## config.mk

```make
export PLATFORM = sky130hd
export DESIGN_NAME = hs32_bus_arbiter
export DESIGN_NICKNAME = d
export VERILOG_FILES = /design/src/rtl/hs32_bus_pkg.sv /design/src/rtl/hs32_bus_req_slot.sv /design/src/rtl/hs32_bus_arbiter.sv
export SDC_FILE = /design/constraint.sdc
export NUM_CORES = 1
export LEC_CHECK = 0
export CORE_UTILIZATION = 28
export CTS_BUF_LIST = sky130_fd_sc_hd__clkbuf_8
export CTS_CLUSTER_DIAMETER = 60
export DETAILED_ROUTE_END_ITERATION = 7
export PLACE_DENSITY_LB_ADDON = 0.08
export SYNTH_ARGS = -nofsm -noshare
export SYNTH_HDL_FRONTEND = slang
export SYNTH_HIERARCHICAL = 1
export SYNTH_SLANG_ARGS = --single-unit
```

## constraint.sdc

```tcl
create_clock -name clk -period 8.9 [get_ports clk]
set_clock_uncertainty 0.1 [all_clocks]
set_input_delay 2.67 -clock clk [delete_from_list [all_inputs] [get_ports clk]]
set_output_delay 2.67 -clock clk [all_outputs]
set_load 0.03 [all_outputs]
```

## src/rtl/hs32_bus_pkg.sv

```systemverilog
// Shared types for the HS32 memory bus arbiter: FSM encoding, requester ids
// and the request record latched per requester.
package hs32_bus_pkg;

  typedef enum logic [1:0] {
    ST_IDLE    = 2'd0,
    ST_BUSY_F  = 2'd1,
    ST_BUSY_E  = 2'd2,
    ST_ABORT_F = 2'd3
  } state_t;

  localparam logic REQ_F = 1'b0;
  localparam logic REQ_E = 1'b1;

  typedef struct packed {
    logic [31:0] addr;
    logic [31:0] dtw;
    logic        rw;
  } req_t;

endpackage

```

## src/rtl/hs32_bus_req_slot.sv

```systemverilog
// One requester slot: pend bit plus latched request record. Presents a grant
// candidate that includes a strobe arriving on the current edge.
module hs32_bus_req_slot
  import hs32_bus_pkg::*;
(
  input  logic clk,
  input  logic reset,
  input  logic stb,
  input  logic kill,
  input  logic active,
  input  logic take,
  input  req_t req,
  output logic cand,
  output req_t cand_req
);

  logic pend;
  logic accept;
  req_t held;

  // Strobes while pending or while this requester owns the bus are dropped.
  assign accept   = stb & ~pend & ~active & ~kill;
  assign cand     = (pend & ~kill) | accept;
  assign cand_req = pend ? held : req;

  always_ff @(posedge clk) begin
    if (reset) begin
      pend <= 1'b0;
    end else if (kill | take) begin
      pend <= 1'b0;
    end else if (accept) begin
      pend <= 1'b1;
    end
  end

  always_ff @(posedge clk) begin
    if (accept) begin
      held <= req;
    end
  end

endmodule

```

## src/rtl/hs32_bus_arbiter.sv

```systemverilog
// Memory bus arbiter between fetch (read-only) and execute (read/write).
// Execute has priority, bounded by MAX_EXEC_RUN grants while a fetch waits.
module hs32_bus_arbiter
  import hs32_bus_pkg::*;
#(
  parameter int unsigned MAX_EXEC_RUN = 4
) (
  input  logic        clk,
  input  logic        reset,
  input  logic        flush,
  input  logic [31:0] f_addr,
  input  logic        f_stb,
  output logic [31:0] f_dtr,
  output logic        f_ack,
  output logic        f_stl,
  input  logic [31:0] e_addr,
  input  logic [31:0] e_dtw,
  input  logic        e_rw,
  input  logic        e_stb,
  output logic [31:0] e_dtr,
  output logic        e_ack,
  output logic        e_stl,
  output logic [31:0] m_addr,
  output logic [31:0] m_dtw,
  output logic        m_rw,
  output logic        m_stb,
  input  logic [31:0] m_dtr,
  input  logic        m_ack,
  input  logic        m_stl
);

  localparam logic [3:0] RUN_MAX = 4'(MAX_EXEC_RUN);

  state_t     state, state_nxt;
  logic [3:0] run;
  logic       complete, can_grant, f_active, e_active;
  logic       f_cand, e_cand, pick_f, grant_f, grant_e, gnt_id;
  req_t       f_req_in, e_req_in, f_cand_req, e_cand_req, gnt_req;

  assign f_req_in = '{addr: f_addr, dtw: 32'h0, rw: 1'b0};
  assign e_req_in = '{addr: e_addr, dtw: e_dtw, rw: e_rw};

  // A completing edge frees the requester, so its next strobe may land on it.
  assign complete  = (state != ST_IDLE) & (m_ack | m_stl);
  assign can_grant = (state == ST_IDLE) | complete;
  assign f_active  = (state == ST_BUSY_F) & ~complete;
  assign e_active  = (state == ST_BUSY_E) & ~complete;

  hs32_bus_req_slot u_slot_f (
    .clk(clk), .reset(reset), .stb(f_stb), .kill(flush), .active(f_active),
    .take(grant_f), .req(f_req_in), .cand(f_cand), .cand_req(f_cand_req)
  );

  hs32_bus_req_slot u_slot_e (
    .clk(clk), .reset(reset), .stb(e_stb), .kill(1'b0), .active(e_active),
    .take(grant_e), .req(e_req_in), .cand(e_cand), .cand_req(e_cand_req)
  );

  assign pick_f  = f_cand & (~e_cand | (run == RUN_MAX));
  assign grant_f = can_grant & pick_f;
  assign grant_e = can_grant & e_cand & ~pick_f;
  assign gnt_id  = pick_f ? REQ_F : REQ_E;
  assign gnt_req = (gnt_id == REQ_F) ? f_cand_req : e_cand_req;

  always_ff @(posedge clk) begin
    if (reset) begin
      state <= ST_IDLE;
    end else begin
      state <= state_nxt;
    end
  end

  always_comb begin
    state_nxt = state;
    if (grant_f) begin
      state_nxt = ST_BUSY_F;
    end else if (grant_e) begin
      state_nxt = ST_BUSY_E;
    end else if (complete) begin
      state_nxt = ST_IDLE;
    end else if ((state == ST_BUSY_F) && flush) begin
      state_nxt = ST_ABORT_F;
    end
  end

  // Response path is combinational; stall wins over ack, flush mutes fetch.
  always_comb begin
    f_ack = 1'b0;
    f_stl = 1'b0;
    e_ack = 1'b0;
    e_stl = 1'b0;
    if ((state == ST_BUSY_F) && !flush) begin
      f_ack = m_ack & ~m_stl;
      f_stl = m_stl;
    end
    if (state == ST_BUSY_E) begin
      e_ack = m_ack & ~m_stl;
      e_stl = m_stl;
    end
  end

  assign f_dtr = m_dtr;
  assign e_dtr = m_dtr;

  always_ff @(posedge clk) begin
    if (reset) begin
      m_stb  <= 1'b0;
      m_rw   <= 1'b0;
      m_addr <= 32'h0;
      m_dtw  <= 32'h0;
      run    <= 4'd0;
    end else begin
      m_stb <= grant_f | grant_e;
      if (grant_f | grant_e) begin
        m_addr <= gnt_req.addr;
        m_dtw  <= gnt_req.dtw;
        m_rw   <= gnt_req.rw;
      end
      if (grant_f || !f_cand) begin
        run <= 4'd0;
      end else if (grant_e && (run != RUN_MAX)) begin
        run <= run + 4'd1;
      end
    end
  end

endmodule

```

After elaboration in Yosys (flattened, before gate mapping)
Cells that the tools add are included.
{"block": "classes", "n_addsub": 1, "mul": 0, "div": 0, "n_lt_le_gt_ge": 0, "n_eq_ne": 4, "shifts": 0, "muxes": 11, "bitwise": 30, "reduce_logical": 14}
{"cell": "$mux W65", "n": 3}
{"cell": "$and A1 B1 Y1", "n": 14}
{"cell": "$not A1 Y1", "n": 9}
{"cell": "$reduce_or A2 Y1", "n": 4}
{"cell": "$or A1 B1 Y1", "n": 7}
{"cell": "$mux W2", "n": 3}
{"cell": "$mux W1", "n": 5}
{"cell": "$add A4 B1 Y4 const B", "n": 1}
{"cell": "$eq A4 B3 Y1 const B", "n": 1}
{"cell": "$ne A4 B3 Y1 const B", "n": 1}
{"cell": "$reduce_bool A4 Y1", "n": 1}
{"cell": "$logic_and A1 B1 Y1", "n": 3}
{"cell": "$reduce_bool A3 Y1", "n": 1}
{"cell": "$eq A2 B1 Y1 const B", "n": 1}
{"cell": "$eq A2 B2 Y1 const B", "n": 1}
{"cell": "$logic_not A1 Y1", "n": 2}
{"cell": "$logic_not A2 Y1", "n": 1}
{"cell": "$reduce_bool A2 Y1", "n": 1}
{"cell": "$logic_or A1 B1 Y1", "n": 1}
{"block": "totals", "register_bits": 171, "latchBits": 0, "ram_bits": 0, "rom_bits": 0, "out_inout_bits": 134, "n_memories": 0}

Longest topological paths before layout
Gate-level depths: netlist of the first run.
{"block": "logic_depth", "ltp_word": 14, "ltp_mapped": 11, "depth_no_buf": 8}

Hierarchy
The synthesis of the first run kept the hierarchy.
{"module": "hs32_bus_req_slot", "n_inst": 2, "cells_per_inst": 143, "area_per_inst_um2": 2795.2}
{"module": "hs32_bus_arbiter", "n_inst": 1, "cells_per_inst": 493, "area_per_inst_um2": 4216.5}

Least setup slack after synthesis of the first run
No wires, ideal clock.
{"block": "synth_path", "path_kind": "input to register", "from": "input m_ack", "to": "register u_slot_f/held[0] (netlist name)", "setup_time_ps": 568, "t_arrival_ps": 7301, "slack_ps": 932, "path_stages": 3, "path_cell_list": "nor4b_1 > nand2b_1 > nor3_1"}
{"element": "from (decl)", "line": "hs32_bus_arbiter.sv:28", "text": "input logic m_ack,"}

Worst setup path after layout of the first run
{"block": "layout_path", "from": "input m_stl", "to": "output f_ack"}
{"block": "layout_via", "elab_chain_cells": 3}
{"element": "from (decl)", "line": "hs32_bus_arbiter.sv:29", "text": "input logic m_stl"}
{"element": "$not A1 Y1", "line": "hs32_bus_arbiter.sv:93", "text": "f_ack = m_ack & ~m_stl;"}
{"element": "$and A1 B1 Y1", "line": "hs32_bus_arbiter.sv:93"}
{"element": "$mux W1", "line": "hs32_bus_arbiter.sv:92", "text": "if ((state == ST_BUSY_F) && !flush) begin"}
{"element": "to (decl)", "line": "hs32_bus_arbiter.sv:14", "text": "output logic f_ack,"}
No other way between the ends.

==> results of run 1 <==
[per-layer routing]
metal	GRT usage, %	up-vias
li1	-	3058
met1	18.1	3041
met2	22.8	154
met3	3.19	50
met4	5.33	0
met5	0	-
[registers in the layout, indices dropped and copies added (netlist names)]
signal	count
u_slot_e/held	65
state	2
run	4
u_slot_f/held	65
m_addr	32
m_dtw	32
u_slot_f/pend	1
m_rw	1
m_stb	1
u_slot_e/pend	1
[worst max path at each step]
stage               start               end  slack (ns)  cells past startpoint
global route        m_stl             f_stl        1.51                      4
finish              m_stl             f_ack        1.65                      5
global placement    m_stl             f_stl        1.68                      4
floorplan           m_ack  u_slot_f/held[0]        0.93                      3
CTS                 m_stl             f_ack        1.62                      5
detailed placement  m_stl             f_ack        1.63                      5
[placed cells by master (no fill, tap or decap), types with 7 or more instances in the layout]
| cell type | n |
|---|---|
| mux2_2 | 126 |
| nand2_1 | 135 |
| a311oi_2 | 59 |
| a21oi_1 | 7 |
| clkdlybuf4s50_1 | 172 |
| buf_4 | 7 |
| clkbuf_8 | 50 |
| edfxtp_1 | 130 |
| dfxtp_1 | 72 |
| conb_1 | 69 |
| inv_1 | 24 |
| nor2_1 | 73 |
| clkinv_1 | 7 |
| nor3_1 | 7 |
[cell type report]
cell class	count	area, um2
clock buffer	50	688
clock inverter	28	108
fill	3564	22200
inverter	7	26.3
multi-input combinational	518	3780
sequential	204	5390
tap	455	569
timing repair buffer	180	1790
[worst reg2reg max path, cell delays in order, from the launching register on]
cell and delay (ns):
dfxtp_1 0.53, nand2b_1 0.26, nor3_1 0.06, nand2b_1 0.21, a21oi_1 0.73, o32a_2 1.03
buf_12 0.48, nor2_1 0.22, a311oi_2 0.26
[logic make-up (layout without fill, tap and decap cells)]
kind of cell / Yosys count / after routing
buffers and inverters: 125 / 265
DFF: 204 / 204
other: 1 / 69
adders and majority gates: 2 / 2
and+or+nand+nor: 237 / 237
AOI/OAI and AO/OA: 80 / 80
muxes: 130 / 130
[through the flow]
stage / utilization (%) / total power, mW / worst slack [ns] / hold WS [ns]
after floorplan: - / 1.47 / 0.932 / 0.362
after global placement: 33.5 / 1.58 / 1.68 / 0.388
after detailed placement: 33.5 / 1.58 / 1.63 / 0.394
after CTS: 35.8 / 2.54 / 1.62 / 0.401
after global routing: 35.8 / 2.61 / 1.51 / 0.425
final: 35.8 / 2.48 / 1.65 / 0.397
[power by group through the flow]
| stage | Sequential, mW | Combinational [mW] | Clock, mW |
|---|---|---|---|
| global placement | 1.13 | 0.442 | 0 |
| global route | 1.12 | 0.474 | 1.02 |
| detailed placement | 1.14 | 0.444 | 0 |
| CTS | 1.12 | 0.445 | 0.979 |
| floorplan | 1.19 | 0.279 | 0 |
| finish | 1.11 | 0.437 | 0.923 |
==> metrics.txt, run 1 <==
# TYPE chip_impl_metric gauge
chip_impl_metric{name="start_util",unit="%"} 28.4
chip_impl_metric{name="postLayoutCellArea",unit="mm2"} 0.0124
chip_impl_metric{name="wl_met1",unit="um"} 11300
chip_impl_metric{name="tightest_slew_margin_relative_to_the_limit",unit="%"} 26.3
chip_impl_info{name="yosysTopAreaCell",value="edfxtp_1"} 1
chip_impl_metric{name="initial_antenna_violation_count",unit=""} 0
chip_impl_info{name="regToRegStartpoint",value="state[0]"} 1
chip_impl_metric{name="syn_to_final_growth",unit="%"} 26.0
chip_impl_metric{name="drtIter0Drc",unit=""} 223
chip_impl_metric{name="detail_route.wirelength",unit="um"} 24800
chip_impl_metric{name="power.share.switching",unit="%"} 28.1
chip_impl_metric{name="met3_length",unit="um"} 1310
chip_impl_metric{name="netSwitchingPower",unit="mW"} 0.696
chip_impl_metric{name="dr.pass1.iters",unit=""} 6
chip_impl_metric{name="dieArea",unit="mm2"} 0.0358
chip_impl_info{name="critical_path.cell_chain",value="clkdlybuf4s50_1 -> inv_1 -> nand2_1 -> nor4b_1 -> clkdlybuf4s50_1"} 1
chip_impl_metric{name="dr_total_vias",unit=""} 6303
chip_impl_info{name="run_status",value="completed"} 1
chip_impl_info{name="cp_common_cell",value="clkdlybuf4s50_1"} 1
chip_impl_metric{name="buffer_ports.inserted",unit=""} 173
chip_impl_info{name="cts_tree",value="built"} 1
chip_impl_metric{name="leakage_dissipation",unit="nW"} 4.38
chip_impl_metric{name="reg2reg_slack",unit="ns"} 4.92
chip_impl_metric{name="synth.lib_cells_used.distinct",unit=""} 41
chip_impl_metric{name="power_per_cell_area",unit="mW/mm2"} 200
chip_impl_metric{name="grt_start_max_net_pins",unit=""} 94
chip_impl_metric{name="seq_area_frac_synth",unit="%"} 54.9
chip_impl_metric{name="dp_hpwl",unit="um"} 14100
chip_impl_metric{name="synth_top_area_share",unit="%"} 39.8
chip_impl_metric{name="number_of_setup_violations_in_the_final_report",unit=""} 0
chip_impl_metric{name="part_of_the_total_power_dissipated_in_combinational_logic",unit="%"} 17.7
chip_impl_metric{name="postPlaceCellArea",unit="mm2"} 0.0116
chip_impl_metric{name="cts_made_buffers",unit=""} 43
chip_impl_metric{name="synth_cells",unit=""} 779
chip_impl_metric{name="setup-tns-final",unit="ns"} 0
chip_impl_metric{name="synth_compound_gate_area_share",unit="%"} 10.7
chip_impl_metric{name="drc_errors",unit=""} 0
chip_impl_info{name="regToRegEndpoint",value="m_dtw[8]"} 1
chip_impl_metric{name="post_drt_via_cell_ratio",unit=""} 4.37
chip_impl_metric{name="chipHeight",unit="um"} 189
chip_impl_info{name="min-delay-start",value="run[1]"} 1
chip_impl_metric{name="holdBufCountCts",unit=""} 0
chip_impl_metric{name="postCtsSetupBuffers",unit=""} 0
chip_impl_info{name="timing_worst_setup_path_type",value="input pin to primary output"} 1
chip_impl_info{name="critical_path.startpoint_type",value="input pin"} 1
chip_impl_metric{name="num-nets-final",unit=""} 1092
chip_impl_metric{name="synth_enable_flop_cells",unit=""} 130
chip_impl_metric{name="clk_latency",unit="ns"} 0.56
chip_impl_info{name="postSynth.topFlopCell",value="edfxtp_1"} 1
chip_impl_metric{name="arrival",unit="ns"} 4.48
chip_impl_metric{name="slew_violations",unit=""} 0
chip_impl_metric{name="gr-total-overflow",unit=""} 0
chip_impl_metric{name="floorplan.rows",unit=""} 68
chip_impl_metric{name="fmax",unit="GHz"} 0.138
chip_impl_metric{name="place.gp.congestion",unit=""} 0.671
chip_impl_metric{name="finalCritPeriodShare",unit="%"} 81.4
chip_impl_metric{name="ctsResizeCount",unit=""} 0
chip_impl_info{name="critical-path-top-delay-family",value="buffers and inverters"} 1
chip_impl_metric{name="detail-route-antenna-nets",unit=""} 0
chip_impl_metric{name="seqPwrFrac",unit="%"} 45.0
chip_impl_info{name="route.top_layer_used",value="met4"} 1
chip_impl_metric{name="worst-r2r-cell-count",unit=""} 8
chip_impl_metric{name="synth.ff_latch_count",unit=""} 204
chip_impl_metric{name="syn_avg_cell_area",unit="um2"} 12.6
chip_impl_metric{name="synth.area.mux_share",unit="%"} 14.9
chip_impl_info{name="rsz0062_at_grt",value="false"} 1
chip_impl_metric{name="p_int",unit="mW"} 1.78
chip_impl_info{name="post-synth-top-count-cell",value="nand2_1"} 1
chip_impl_metric{name="synth-adder-area-share",unit="%"} 0.255
chip_impl_metric{name="worst_pin_slew",unit="ns"} 1.10
chip_impl_metric{name="grt_first_pass_wirelength",unit="um"} 38500
chip_impl_metric{name="synth-async-reset-ratio",unit="%"} 0
chip_impl_info{name="largest_family_of_logic_cells_by_synthesized_area",value="multiplexers"} 1
chip_impl_metric{name="hold_viol_final",unit=""} 0
chip_impl_metric{name="hold_depth",unit=""} 2
chip_impl_info{name="min-delay-path-class",value="register to register"} 1
chip_impl_metric{name="synth.cell_area",unit="mm2"} 0.00981
chip_impl_metric{name="worst_ep_required_time",unit="ns"} 6.13
chip_impl_metric{name="htreeDepth",unit=""} 2
chip_impl_metric{name="clock_pin_transition_on_the_worst_setup_and_hold_timing_paths",unit="ns"} 0.05
chip_impl_metric{name="insertedDiodeCount",unit=""} 0
chip_impl_metric{name="layoutNonFillerInstCount",unit=""} 1442
chip_impl_info{name="worst_path_max_delay_cell",value="clkdlybuf4s50_1"} 1
chip_impl_info{name="hold_end",value="run[1]"} 1
chip_impl_metric{name="post_synth_xor_area_fraction",unit="%"} 0
chip_impl_info{name="netlist_top_cells_area",value="edfxtp_1 40%, dfxtp_1 15%, mux2_2 14%"} 1
chip_impl_metric{name="max_ir_drop_vdd",unit="mV"} 0.0947
chip_impl_metric{name="yosys_warnings",unit=""} 6
chip_impl_metric{name="synth-simple-area-share",unit="%"} 9.91
chip_impl_metric{name="routedWlPerCell",unit="um"} 17.2
chip_impl_metric{name="min_period",unit="ns"} 7.25
chip_impl_info{name="critical_path.endpoint_type",value="primary output"} 1
chip_impl_metric{name="cp_num_buf_inv",unit=""} 3
chip_impl_info{name="ctsRootBufferMaster",value="clkbuf_8"} 1
chip_impl_metric{name="via_count_of_the_first_global_routing_pass",unit=""} 6516
chip_impl_metric{name="drv.max_cap_violation_count",unit=""} 0
chip_impl_metric{name="clock_sink_count",unit=""} 204
chip_impl_metric{name="global_route.usage.total",unit="%"} 14.0
chip_impl_metric{name="power_frac_clock",unit="%"} 37.3
chip_impl_metric{name="dr_wl_met2",unit="um"} 11600
chip_impl_metric{name="timing.critical_path.fanout_max",unit=""} 6
chip_impl_metric{name="drive_gt1_share",unit="%"} 26.1
chip_impl_metric{name="core_area",unit="mm2"} 0.0345
chip_impl_metric{name="max-clock-path-buffers",unit=""} 3
chip_impl_metric{name="critical_path.max_stage_delay",unit="ns"} 0.72
chip_impl_metric{name="fp.dieW",unit="um"} 189
chip_impl_info{name="yosys-top-cells-count",value="135 x nand2_1, 130 x edfxtp_1, 126 x mux2_2, 74 x dfxtp_1"} 1
chip_impl_metric{name="ios",unit=""} 270
chip_impl_metric{name="dpl.cell_count",unit=""} 1364
Note: power is estimated with default switching activity, not from simulation.
==> inputs of run 2 (changes only) <==
==> constraint.sdc (replaced) <==
create_clock -name clk -period 6.6 [get_ports clk]
set_clock_uncertainty 0.1 [all_clocks]
set_input_delay 1.98 -clock clk [delete_from_list [all_inputs] [get_ports clk]]
set_output_delay 1.98 -clock clk [all_outputs]
set_load 0.03 [all_outputs]
==> run 2 against run 1 <==
Net effect: worst setup slack got worse by 0.82 ns; global-route usage fell by 0.079 points; sequential share of layout area fell by 0.084 points; largest power group unchanged; highest routed layer unchanged.
==> metrics.txt, run 2 (synthesis results as in run 1) <==
# TYPE chip_impl_metric gauge
chip_impl_metric{name="seq_area",unit="mm2"} 0.00539
chip_impl_metric{name="max-clock-path-buffers",unit=""} 3
chip_impl_metric{name="clk_latency",unit="ns"} 0.53
chip_impl_metric{name="min_period",unit="ns"} 5.76
chip_impl_info{name="critical_path.endpoint_type",value="primary output"} 1
chip_impl_metric{name="insertedDiodeCount",unit=""} 0
chip_impl_metric{name="global_route.usage.total",unit="%"} 13.9
chip_impl_info{name="critical_path.startpoint_type",value="input pin"} 1
chip_impl_metric{name="initial_antenna_violation_count",unit=""} 0
chip_impl_metric{name="dr_total_vias",unit=""} 6354
chip_impl_metric{name="part_of_the_total_power_dissipated_in_combinational_logic",unit="%"} 18.3
chip_impl_metric{name="layoutNonFillerInstCount",unit=""} 1443
chip_impl_metric{name="holdBufCountCts",unit=""} 0
chip_impl_metric{name="start_util",unit="%"} 28.4
chip_impl_metric{name="worst_ep_required_time",unit="ns"} 4.52
chip_impl_metric{name="fmax",unit="GHz"} 0.174
chip_impl_metric{name="drive_gt1_share",unit="%"} 26.4
chip_impl_metric{name="netSwitchingPower",unit="mW"} 0.931
chip_impl_metric{name="clock_pin_transition_on_the_worst_setup_and_hold_timing_paths",unit="ns"} 0.06
chip_impl_metric{name="ctsResizeCount",unit=""} 0
chip_impl_metric{name="htreeDepth",unit=""} 2
chip_impl_metric{name="dp_hpwl",unit="um"} 14600
chip_impl_metric{name="grt_start_max_net_pins",unit=""} 67
chip_impl_metric{name="dpl.cell_count",unit=""} 1370
chip_impl_info{name="mostFrequentLayoutCell",value="clkdlybuf4s50_1"} 1
chip_impl_metric{name="worst_pin_slew",unit="ns"} 1.10
chip_impl_info{name="timing_worst_setup_path_type",value="input pin to primary output"} 1
chip_impl_metric{name="power_per_cell_area",unit="mW/mm2"} 266
chip_impl_metric{name="core_area",unit="mm2"} 0.0345
chip_impl_metric{name="via_count_of_the_first_global_routing_pass",unit=""} 6538
chip_impl_metric{name="drtIter0Drc",unit=""} 235
chip_impl_metric{name="area_used_by_multi_input_combinational_logic",unit="mm2"} 0.00379
chip_impl_metric{name="leakage_dissipation",unit="nW"} 4.39
chip_impl_metric{name="power.share.switching",unit="%"} 28.2
chip_impl_metric{name="cts_made_buffers",unit=""} 41
chip_impl_info{name="min-delay-path-class",value="register to register"} 1
chip_impl_metric{name="slew_violations",unit=""} 0
chip_impl_metric{name="dieArea",unit="mm2"} 0.0358
chip_impl_metric{name="arrival",unit="ns"} 3.68
chip_impl_info{name="run_status",value="completed"} 1
chip_impl_metric{name="gr-total-overflow",unit=""} 0
chip_impl_metric{name="tightest_slew_margin_relative_to_the_limit",unit="%"} 26.7
chip_impl_info{name="largest_registers",value="u_slot_e/held: 65 flops, u_slot_f/held: 65 flops"} 1
chip_impl_metric{name="p_int",unit="mW"} 2.37
chip_impl_metric{name="power_frac_clock",unit="%"} 36.3
chip_impl_metric{name="dr.pass1.iters",unit=""} 4
chip_impl_info{name="ctsRootBufferMaster",value="clkbuf_8"} 1
chip_impl_metric{name="post_drt_via_cell_ratio",unit=""} 4.40
chip_impl_metric{name="layout.filler_cells",unit=""} 3538
chip_impl_metric{name="routedWlPerCell",unit="um"} 17.3
chip_impl_info{name="rsz0062_at_grt",value="false"} 1
chip_impl_metric{name="syn_to_final_growth",unit="%"} 26.3
chip_impl_metric{name="fp.dieW",unit="um"} 189
chip_impl_metric{name="number_of_setup_violations_in_the_final_report",unit=""} 0
chip_impl_metric{name="finalCritPeriodShare",unit="%"} 87.3
chip_impl_info{name="layout.cells.most_common_list",value="172 x clkdlybuf4s50_1, 135 x nand2_1, 130 x edfxtp_1, 126 x mux2_2, 73 x nor2_1"} 1
chip_impl_metric{name="place.gp.congestion",unit=""} 0.733
chip_impl_metric{name="seqPwrFrac",unit="%"} 45.4
chip_impl_metric{name="detail-route-antenna-nets",unit=""} 0
chip_impl_metric{name="postCtsSetupBuffers",unit=""} 0
chip_impl_metric{name="timing.critical_path.fanout_max",unit=""} 6
chip_impl_metric{name="hold_viol_final",unit=""} 0
chip_impl_metric{name="num-nets-final",unit=""} 1096
chip_impl_info{name="cts_tree",value="built"} 1
chip_impl_metric{name="ios",unit=""} 270
chip_impl_metric{name="clock_sink_count",unit=""} 204
chip_impl_metric{name="floorplan.rows",unit=""} 68
chip_impl_metric{name="max_ir_drop_vdd",unit="mV"} 0.110
chip_impl_metric{name="setup-tns-final",unit="ns"} 0
chip_impl_metric{name="detail_route.wirelength",unit="um"} 25000
chip_impl_metric{name="chipHeight",unit="um"} 189
chip_impl_metric{name="drv.max_cap_violation_count",unit=""} 0
chip_impl_metric{name="drc_errors",unit=""} 0
chip_impl_metric{name="buffer_ports.inserted",unit=""} 173
chip_impl_metric{name="grt_first_pass_wirelength",unit="um"} 38500
-- run 2: layout make-up --
| cell class | instances | area share [%] |
|---|---|---|
| Clock buffer | 47 | 5.22 |
| Clock inverter | 26 | 0.829 |
| Inverter | 7 | 0.212 |
| Multi-Input combinational cell | 518 | 30.6 |
| Sequential cell | 204 | 43.5 |
| Tap cell | 455 | 4.60 |
| Timing Repair Buffer | 186 | 15.0 |
-- run 2: final timing paths --
kind                                 endpoint           from  cells past startpoint  slack [ns]
worst max register to register      m_dtw[11]       state[1]                      9        3.52
worst min-delay path            u_slot_e/pend  u_slot_e/pend                      2        0.39
worst max-delay path                    f_stl          m_stl                      4        0.84
worst min register to register  u_slot_e/pend  u_slot_e/pend                      2        0.39
-- run 2: power groups by stage --
| stage | clock network [mW] | logic [mW] | registers (mW) |
|---|---|---|---|
| final | 1.20 | 0.605 | 1.50 |
| after global routing | 1.32 | 0.655 | 1.51 |
| after CTS | 1.26 | 0.618 | 1.50 |
| after detailed placement | 0 | 0.616 | 1.52 |
| after global placement | 0 | 0.613 | 1.52 |
| after floorplan | 0 | 0.377 | 1.60 |
-- run 2: critical path: stages --
cell and delay [ns]:
clkdlybuf4s50_1 0.57, inv_1 0.10, nor4b_1 0.31, clkdlybuf4s50_1 0.73
-- run 2: layer usage --
layer / track usage [%] / vias up / share of wire, %
met5: 0 / - / 0
met4: 4.99 / 0 / 2.5
met3: 3.00 / 67 / 5.6
met2: 24.0 / 159 / 49
met1: 17.1 / 3061 / 43
li1: - / 3067 / -
-- run 2: metrics by stage --
step | utilization [%] | total power, mW | hold WS, ns | instance area (um2) | setup slack (ns)
6_report | 35.8 | 3.30 | 0.385 | 12400 | 0.838
5_1_grt | 35.8 | 3.48 | 0.407 | 12400 | 0.731
4_1_cts | 35.8 | 3.38 | 0.388 | 12400 | 0.841
3_5_place_dp | 33.7 | 2.14 | 0.378 | 11600 | 0.846
3_3_place_gp | 33.7 | 2.13 | 0.381 | 11600 | 0.890
2_1_floorplan | - | 1.98 | 0.362 | 10100 | 1.31
